**src/rtl/capture_pingpong_ctrl.sv**
```systemverilog
// rtl/capture_pingpong_ctrl.sv - write-side sequencer for a 2-bank ping-pong capture RAM
// Fills the active bank with decimated samples and hands full banks to the reader over a 4-phase req/ack.
module capture_pingpong_ctrl #(
  parameter int DATA_W  = 8,
  parameter int ADDR_W  = 10,
  parameter int DECIM_W = 8,
  parameter int OVF_W   = 16
) (
  input  logic               clkout_3,
  input  logic               rst,
  input  logic               pll_lock,
  input  logic               start,
  input  logic               stop,
  input  logic [DECIM_W-1:0] decim,
  input  logic [DATA_W-1:0]  data_in,
  input  logic               ack_async,
  output logic               wr_en,
  output logic [ADDR_W:0]    wr_addr,
  output logic [DATA_W-1:0]  wr_data,
  output logic               req,
  output logic               rd_bank,
  output logic [OVF_W-1:0]   ovf_cnt,
  output logic               busy,
  output logic               lock_err
);
  typedef enum logic [1:0] {IDLE, FILL, STALL} fill_state_t;
  typedef enum logic [1:0] {HS_IDLE, HS_REQ, HS_REL} hs_state_t;

  localparam logic [ADDR_W-1:0] ADDR_MAX = '1;

  fill_state_t        state_q, state_d;
  hs_state_t          hs_q, hs_d;
  logic               lock_m_q, lock_s_q, ack_m_q, ack_s_q;
  logic               bank_q, bank_d;
  logic [ADDR_W-1:0]  addr_q, addr_d;
  logic [DECIM_W-1:0] dcnt_q, dcnt_d, decim_l_q, decim_l_d;
  logic               wr_en_q, wr_en_d;
  logic [ADDR_W:0]    wr_addr_q, wr_addr_d;
  logic [DATA_W-1:0]  wr_data_q, wr_data_d;
  logic               req_q, req_d, rd_bank_q, rd_bank_d;
  logic [OVF_W-1:0]   ovf_q, ovf_d;
  logic               busy_q, busy_d, lock_err_q, lock_err_d;
  logic               accept, handoff;

  assign accept = (dcnt_q == decim_l_q);

  always_comb begin
    state_d    = state_q;
    hs_d       = hs_q;
    bank_d     = bank_q;
    addr_d     = addr_q;
    dcnt_d     = dcnt_q;
    decim_l_d  = decim_l_q;
    wr_en_d    = 1'b0;
    wr_addr_d  = wr_addr_q;
    wr_data_d  = wr_data_q;
    req_d      = req_q;
    rd_bank_d  = rd_bank_q;
    ovf_d      = ovf_q;
    lock_err_d = lock_err_q;
    handoff    = 1'b0;

    case (state_q)
      IDLE: begin
        if (start && !stop && lock_s_q) begin
          state_d    = FILL;
          bank_d     = 1'b0;
          addr_d     = '0;
          dcnt_d     = '0;
          decim_l_d  = decim;
          ovf_d      = '0;
          lock_err_d = 1'b0;
        end
      end
      FILL, STALL: begin
        // Abort wins over any write or handoff due in the same cycle; the partial bank is dropped.
        if (stop || !lock_s_q) begin
          state_d = IDLE;
          if (!lock_s_q) lock_err_d = 1'b1;
        end else begin
          dcnt_d = accept ? '0 : dcnt_q + 1'b1;
          if (state_q == FILL) begin
            if (accept) begin
              wr_en_d   = 1'b1;
              wr_addr_d = {bank_q, addr_q};
              wr_data_d = data_in;
              if (addr_q == ADDR_MAX) begin
                if (hs_q == HS_IDLE) handoff = 1'b1;
                else                 state_d = STALL;
              end else begin
                addr_d = addr_q + 1'b1;
              end
            end
          end else begin
            if (accept && ovf_q != '1) ovf_d = ovf_q + 1'b1;
            if (hs_q == HS_IDLE) begin
              handoff = 1'b1;
              state_d = FILL;
            end
          end
        end
      end
      default: state_d = IDLE;
    endcase

    if (handoff) begin
      rd_bank_d = bank_q;
      req_d     = 1'b1;
      bank_d    = ~bank_q;
      addr_d    = '0;
    end

    // handoff only fires from HS_IDLE, so it never collides with the req release below
    case (hs_q)
      HS_IDLE: if (handoff) hs_d = HS_REQ;
      HS_REQ: begin
        if (ack_s_q) begin
          hs_d  = HS_REL;
          req_d = 1'b0;
        end
      end
      HS_REL:  if (!ack_s_q) hs_d = HS_IDLE;
      default: hs_d = HS_IDLE;
    endcase

    busy_d = (state_d != IDLE);
  end

  always_ff @(posedge clkout_3 or negedge rst) begin
    if (!rst) begin
      state_q    <= IDLE;
      hs_q       <= HS_IDLE;
      lock_m_q   <= 1'b0;
      lock_s_q   <= 1'b0;
      ack_m_q    <= 1'b0;
      ack_s_q    <= 1'b0;
      bank_q     <= 1'b0;
      addr_q     <= '0;
      dcnt_q     <= '0;
      decim_l_q  <= '0;
      wr_en_q    <= 1'b0;
      wr_addr_q  <= '0;
      wr_data_q  <= '0;
      req_q      <= 1'b0;
      rd_bank_q  <= 1'b0;
      ovf_q      <= '0;
      busy_q     <= 1'b0;
      lock_err_q <= 1'b0;
    end else begin
      state_q    <= state_d;
      hs_q       <= hs_d;
      lock_m_q   <= pll_lock;
      lock_s_q   <= lock_m_q;
      ack_m_q    <= ack_async;
      ack_s_q    <= ack_m_q;
      bank_q     <= bank_d;
      addr_q     <= addr_d;
      dcnt_q     <= dcnt_d;
      decim_l_q  <= decim_l_d;
      wr_en_q    <= wr_en_d;
      wr_addr_q  <= wr_addr_d;
      wr_data_q  <= wr_data_d;
      req_q      <= req_d;
      rd_bank_q  <= rd_bank_d;
      ovf_q      <= ovf_d;
      busy_q     <= busy_d;
      lock_err_q <= lock_err_d;
    end
  end

  assign wr_en    = wr_en_q;
  assign wr_addr  = wr_addr_q;
  assign wr_data  = wr_data_q;
  assign req      = req_q;
  assign rd_bank  = rd_bank_q;
  assign ovf_cnt  = ovf_q;
  assign busy     = busy_q;
  assign lock_err = lock_err_q;
endmodule

```
**config.mk**
```make
export PLATFORM = sky130hd
export DESIGN_NAME = capture_pingpong_ctrl
export DESIGN_NICKNAME = d
export VERILOG_FILES = /design/src/rtl/capture_pingpong_ctrl.sv
export SDC_FILE = /design/constraint.sdc
export NUM_CORES = 1
export LEC_CHECK = 0
export ABC_AREA = 1
export CAP_MARGIN = 20
export CORE_MARGIN = 8
export CORE_UTILIZATION = 55
export DETAILED_ROUTE_END_ITERATION = 10
export GPL_ROUTABILITY_DRIVEN = 0
export PLACE_DENSITY = 0.81
export SETUP_SLACK_MARGIN = 0.02
export SYNTH_ARGS = -nofsm -noshare
export SYNTH_HDL_FRONTEND = slang
export SYNTH_SLANG_ARGS = --single-unit
```
**constraint.sdc**
```tcl
create_clock -name clkout_3 -period 3.3 [get_ports clkout_3]
set_input_delay 0.825 -clock clkout_3 [delete_from_list [all_inputs] [get_ports clkout_3]]
set_output_delay 0.825 -clock clkout_3 [all_outputs]
set_load 0.05 [all_outputs]
```
# After elaboration in Yosys (flattened, before gate mapping)
# Cells that the tools add are included.
[totals] wordCells=113 mem_count=0 romBits=0 reg_bits=75 ramBits=0 latchBits=0 inputBits=22
[op_classes] order_cmp=0 multipliers=0 bitwise_logic=2 mux=47 addsub=3 n_eq_ne=21 n_div=0 n_reduce_logical=22 shift=0
[op_table] op="$mux 16" count=4
[op_table] op="$mux 10" count=6
[op_table] op="$pmux 16 s2" count=1
[op_table] op="$mux 8" count=3
[op_table] op="$mux 2" count=10
[op_table] op="$pmux 10 s2" count=1
[op_table] op="$mux 1" count=18
[op_table] op="$ne 2x2->1 const B" count=9
[op_table] op="$add 16x1->16 const B" count=1
[op_table] op="$ne 16x16->1 const B" count=1
[op_table] op="$pmux 8 s2" count=1
[op_table] op="$ne 3x3->1 const B" count=5
[op_table] op="$add 10x1->10 const B" count=1
[op_table] op="$eq 10x10->1 const B" count=1
[op_table] op="$add 8x1->8 const B" count=1
[op_table] op="$eq 8x8->1" count=1
[op_table] op="$reduce_and 4->1" count=2
[op_table] op="$reduce_bool 2->1" count=4
[op_table] op="$pmux 2 s3" count=1
[op_table] op="$reduce_and 3->1" count=2
[op_table] op="$reduce_and 6->1" count=1
[op_table] op="$reduce_and 5->1" count=1
[op_table] op="$eq 2x1->1 const B" count=2
[op_table] op="$eq 2x2->1 const B" count=2
[op_table] op="10 further kinds" count=16

# Logic depth before layout (Yosys ltp)
[depth] ltp_word=10 mapped_depth=13 ltp_nobuf=13

# Worst setup path before layout
# OpenSTA, ideal clock, no wires.
[synth_path] kind="reg-to-reg" startpoint="reg ovf_q[0] (netlist: ovf_cnt[0])" endpoint="reg ovf_q[5] (netlist: ovf_cnt[5])" path_buffers=1 setup_slack_ns=1.401 synth_period_minus_slack_ns=1.899 t_required_ns=3.226 path_stages_with_launch=11 setup_time_ns=0.074 t_arrival_ns=1.825 cell_sequence="dfrtp_1 ha_1 nand2_1 nor2_2 nand2_1 nor2_1 a21oi_2 nand2_2 buf_6 nand2_2 o21ai_2"
[synth_between] elab_chain_cells=5 word_cells_on_any_way=9 cone_classes="add/sub (1); eq/ne (2); mux (4); reduce/logical (2)"
[synth_rtl] element="from (decl)" line_no="41" rtl="logic [OVF_W-1:0] ovf_q, ovf_d;"
[synth_rtl] element="from (signal assigned)" line_no="165" rtl="ovf_q <= ovf_d;"
[synth_rtl] element="$add 16x1->16" line_no="95" rtl="if (accept && ovf_q != '1) ovf_d = ovf_q + 1'b1;"
[synth_rtl] element="$mux 16" line_no="95"
[synth_rtl] element="$mux 16" line_no="82" rtl="if (state_q == FILL) begin"
[synth_rtl] element="$mux 16" line_no="77" rtl="if (stop || !lock_s_q) begin"
[synth_rtl] element="$pmux 16 s2" line_no="63" rtl="case (state_q)"
# Several ways; a longest one is shown, not always the timed one. The select of a mux whose other input is x is not followed.
# A chain may end at the register's enable or synchronous reset.

# Worst setup path after layout
[layout_path] startpoint="reg state_q[0]" endpoint="reg ovf_q[10] (netlist: ovf_cnt[10])"
[layout_between] elab_chain_cells=4 word_cells_on_any_way=11 cone_classes="eq/ne (6); mux (1); reduce/logical (4)"
[layout_rtl] element="from (decl)" line_no="31" rtl="fill_state_t state_q, state_d;"
[layout_rtl] element="from (signal assigned)" line_no="150" rtl="state_q <= state_d;"
[layout_rtl] element="$eq 2x1->1 or $eq 2x2->1 (tied branches)" line_no="63, 82"
[layout_rtl] element="$reduce_or 2->1" line_no="63"
[layout_rtl] element="$ne 2x2->1 (no source line) or $reduce_bool 2->1 (tied branches)"
[layout_rtl] element="$reduce_and 5->1 (no source line)"
# Several ways; a longest one is shown, not always the timed one.

==> run_results.csv <==
group,metric,value,unit
status,status,"complete, no violations",
cells_and_area,layout-drive-gt1-share,10.09,%
placed_design,hpwlAfterDp,6275,microns
clocking,clkSlewWorstSetupHoldPaths,80,ps
cells_and_area,finalNonFillerCells,674,
cells_and_area,synthToLayoutAreaGrowth,21.88,%
placed_design,port_buffers,61,
yosys,biggest_area_contributors_in_the_synthesized_netlist,"sky130_fd_sc_hd__dfrtp_1, sky130_fd_sc_hd__nand2_1, sky130_fd_sc_hd__nor2_1",
timing,fmaxAchievable,381.1,MHz
yosys,postSynthNetCount,536,
worst_setup_path,start_kind,"flip-flop",
cells_and_area,fill_cells,621,
timing,fin_crit,2624,ps
worst_setup_path,cells_on_worst_reg2reg_path,13,
yosys,yosysWarnings,0,
global_routing,initial_antenna_violation_count,0,
power_and_ir_drop,vdd.ir_drop.worst,0.3039,mV
global_routing,grt_pass1_vias,3418,
yosys,yosysMostFrequentCell,"sky130_fd_sc_hd__nand2_1",
clocking,tritoncts,"done",
clocking,postCtsResizedCells,0,
worst_setup_path,reg2reg_to,"ovf_cnt[10]",
timing,report.final.setup_viol,0,
yosys,syn-cell-area,3986,sq um
worst_setup_path,crit_slowest_cell,"sky130_fd_sc_hd__dfrtp_1",
cells_and_area,nNetsFinal,598,
detailed_routing,remaining_antenna_violation_count,0,
die,coreArea,7137,sq um
yosys,synth_top_flop_cell,"sky130_fd_sc_hd__dfrtp_1",
power_and_ir_drop,powerDensity,574.8,nW/um^2
timing,min_period_over_period,79.51,%
placed_design,dpl.cell_count,658,
detailed_routing,drt_drc_violations_left,0,
detailed_routing,detail_route.wirelength,8945,microns
clocking,cts_buffers,9,
worst_setup_path,setup.worst_path.class,"flip-flop to flip-flop",
global_routing,total_routing_usage_reported_by_global_routing,18.60,%
worst_setup_path,worst-endpoint-required,3590,ps
worst_hold_path,min_to,"lock_s_q",
yosys,syn-instance-count,508,
global_routing,globalRoute.totalOverflow,0,
worst_hold_path,worstHoldStart,"lock_m_q",
yosys,synth_cell_types,37,
timing,timing.max_slew.rel_slack,37.88,%
yosys,async_flop_share,100.0,%
yosys,postSynthRegisterBits,75,
die,die_height,101.1,microns
clocking,clockBufferDepth,2,
die,initial_core_util,55.86,%
power_and_ir_drop,p_leak,2.348,nW
timing,max_slew.worst_pin.slew,931.7,ps
yosys,synth-seq-area-share,47.08,%
yosys,synth_largest_area_cell,"sky130_fd_sc_hd__dfrtp_1",
die,die_width,101.1,microns
worst_setup_path,crit_fanout,24,
detailed_routing,routed-via-count,3391,
detailed_routing,detail_route.vias_per_cell,5.031,
job,timing.max_cap.violations,0,
worst_setup_path,setup.worst_path.end_class,"flip-flop",
cells_and_area,multi_input_comb_area,1852,sq um
clocking,cts.root.buffer_cell,"sky130_fd_sc_hd__clkbuf_8",
timing,timing.clock.skew,8.657,ps
clocking,worstSkewPairLatency,350,ps
yosys,area_share_of_the_leading_cell_type_in_the_synthesized_netlist,47.08,%
global_routing,grt_start_max_net_pins,76,
clocking,tritoncts_num_sinks,75,
yosys,avgSynthCellArea,7.847,sq um
timing,fin_ws,676.3,ps
clocking,cts.hold.buffers_added,0,
detailed_routing,first_pass_iters,4,
cells_and_area,antenna-diode-count,0,
clocking,post-cts-setup-buffers,0,
die,dieArea,10230,sq um
cells_and_area,sequential_cell_area,1877,sq um
timing,finalHoldViolations,0,
detailed_routing,drt_iter0_drc,146,
worst_setup_path,critical_path.reg2reg.startpoint,"state_q[0]",
worst_hold_path,hp-class,"flip-flop to flip-flop",
global_routing,grt_pass1_wl,15170,microns
worst_setup_path,max_stage_delay,420,ps
worst_setup_path,setup_slack_on_the_worst_flop_to_flop_path,680,ps
clocking,ctsHtreeMaxLevel,3,
detailed_routing,wl_per_cell,13.27,microns
die,io_pins,62,
placed_design,dp_worst_setup_slack,438.5,ps
worst_hold_path,min_path_cells,0,
die,floorplan.rows,31,
worst_setup_path,worstPathCellList,"inv_1 > ha_1 > inv_2 > nand2_1 > nand2_2 > nand2_4 > clkinv_4 > nand2_2 > a21oi_2 > nand2_2 > inv_2 > nand2_1 > nand2_1",
yosys,synth_top_cells_by_count,"sky130_fd_sc_hd__nand2_1, sky130_fd_sc_hd__dfrtp_1, sky130_fd_sc_hd__nor2_1, sky130_fd_sc_hd__nand3_1, sky130_fd_sc_hd__inv_1",
yosys,synth_enable_flop_cells,0,
timing,grt_setup_unrepaired,"false",
timing,report.final.slew_viol_count,0,
worst_setup_path,timing.critical_path.arrival,2910,ps
timing,fin_tns_setup,0,ps
cells by family (layout without fill, tap and decap cells):
| kind of cell | Yosys count | after routing | share of synthesized area [%] |
|---|---|---|---|
| flops | 75 | 75 | 47.08 |
| buf+inv | 56 | 123 | 6.465 |
| compound gates | 36 | 36 | 5.555 |
| fa+ha+maj | 6 | 6 | 1.883 |
| xor+xnor | 20 | 20 | 4.394 |
| simple gates | 314 | 314 | 34.34 |
| mux | 1 | 1 | 0.2825 |
registers in the layout (all words and copies together) (netlist names):
name / count
ack_m_q: 1
ack_s_q: 1
addr_q: 10
bank_q: 1
busy: 1
dcnt_q: 8
decim_l_q: 8
hs_q: 2
lock_err: 1
lock_m_q: 1
lock_s_q: 1
ovf_cnt: 16
rd_bank: 1
req: 1
state_q: 2
wr_addr: 11
wr_data: 8
wr_en: 1
cells in the final DEF (no fill, tap or decap), types with 9 or more instances in the layout:
master / instances
sky130_fd_sc_hd__dfrtp_1: 75
sky130_fd_sc_hd__o21ai_0: 9
sky130_fd_sc_hd__inv_1: 37
sky130_fd_sc_hd__nor2_1: 63
sky130_fd_sc_hd__nand3_1: 45
sky130_fd_sc_hd__a21oi_1: 9
sky130_fd_sc_hd__nand2_2: 11
sky130_fd_sc_hd__clkdlybuf4s50_1: 60
sky130_fd_sc_hd__nand2_1: 174
sky130_fd_sc_hd__clkbuf_8: 9
sky130_fd_sc_hd__xor2_1: 18
worst max path at each step:
stage                        endpoint  cells past startpoint  startpoint
after floorplan            ovf_cnt[5]                     10  ovf_cnt[0]
after global placement     ovf_cnt[4]                     12        stop
after detailed placement  ovf_cnt[10]                     12        stop
after CTS                 ovf_cnt[12]                     13  state_q[0]
after global routing       ovf_cnt[3]                     13  state_q[0]
final                     ovf_cnt[10]                     13  state_q[0]
power breakdown:
part / switching [mW] / internal (mW) / total, mW
logic: 0.619 / 0.274 / 0.893
registers: 0.0947 / 1.04 / 1.13
clock network: 0.345 / 0.424 / 0.769
final cells by class:
cell class	count	share of cell area [%]
flip-flops and latches	75	38.63
multi-input cells	377	38.11
repair buffers	62	12.67
inverters	45	3.605
clock buffers	9	2.550
well taps	99	2.550
clock inverters	7	1.880
metal layers:
metal,global-route usage (%),up-vias,part of all wire (%)
met5,0,-,0
met4,6.987,0,1.3
met3,4.811,11,3.7
met2,31.93,66,51
met1,21.80,1599,44
li1,-,1715,-
critical path, delay by kind of cell, from the launching register on:
family                     cells  cell delay [ps]
AOI/OAI and AO/OA              1              110
adders and majority gates      1              320
buffers and inverters          4              790
DFF                            1              420
and+or+nand+nor                7              950
stage by stage:
step / utilization (%) / hold slack [ps] / power (mW) / area [sq um]
after global placement: 65.06 / 337.3 / 2.007 / 4643
after detailed placement: 65.06 / 340.4 / 2.041 / 4643
after global routing: 68.08 / 363.5 / 2.962 / 4858
after CTS: 68.08 / 358.1 / 2.812 / 4858
final: 68.08 / 355.3 / 2.793 / 4858
after floorplan: - / 331.2 / 1.799 / 3986
No activity file was read; power rests on OpenSTA's default activity.
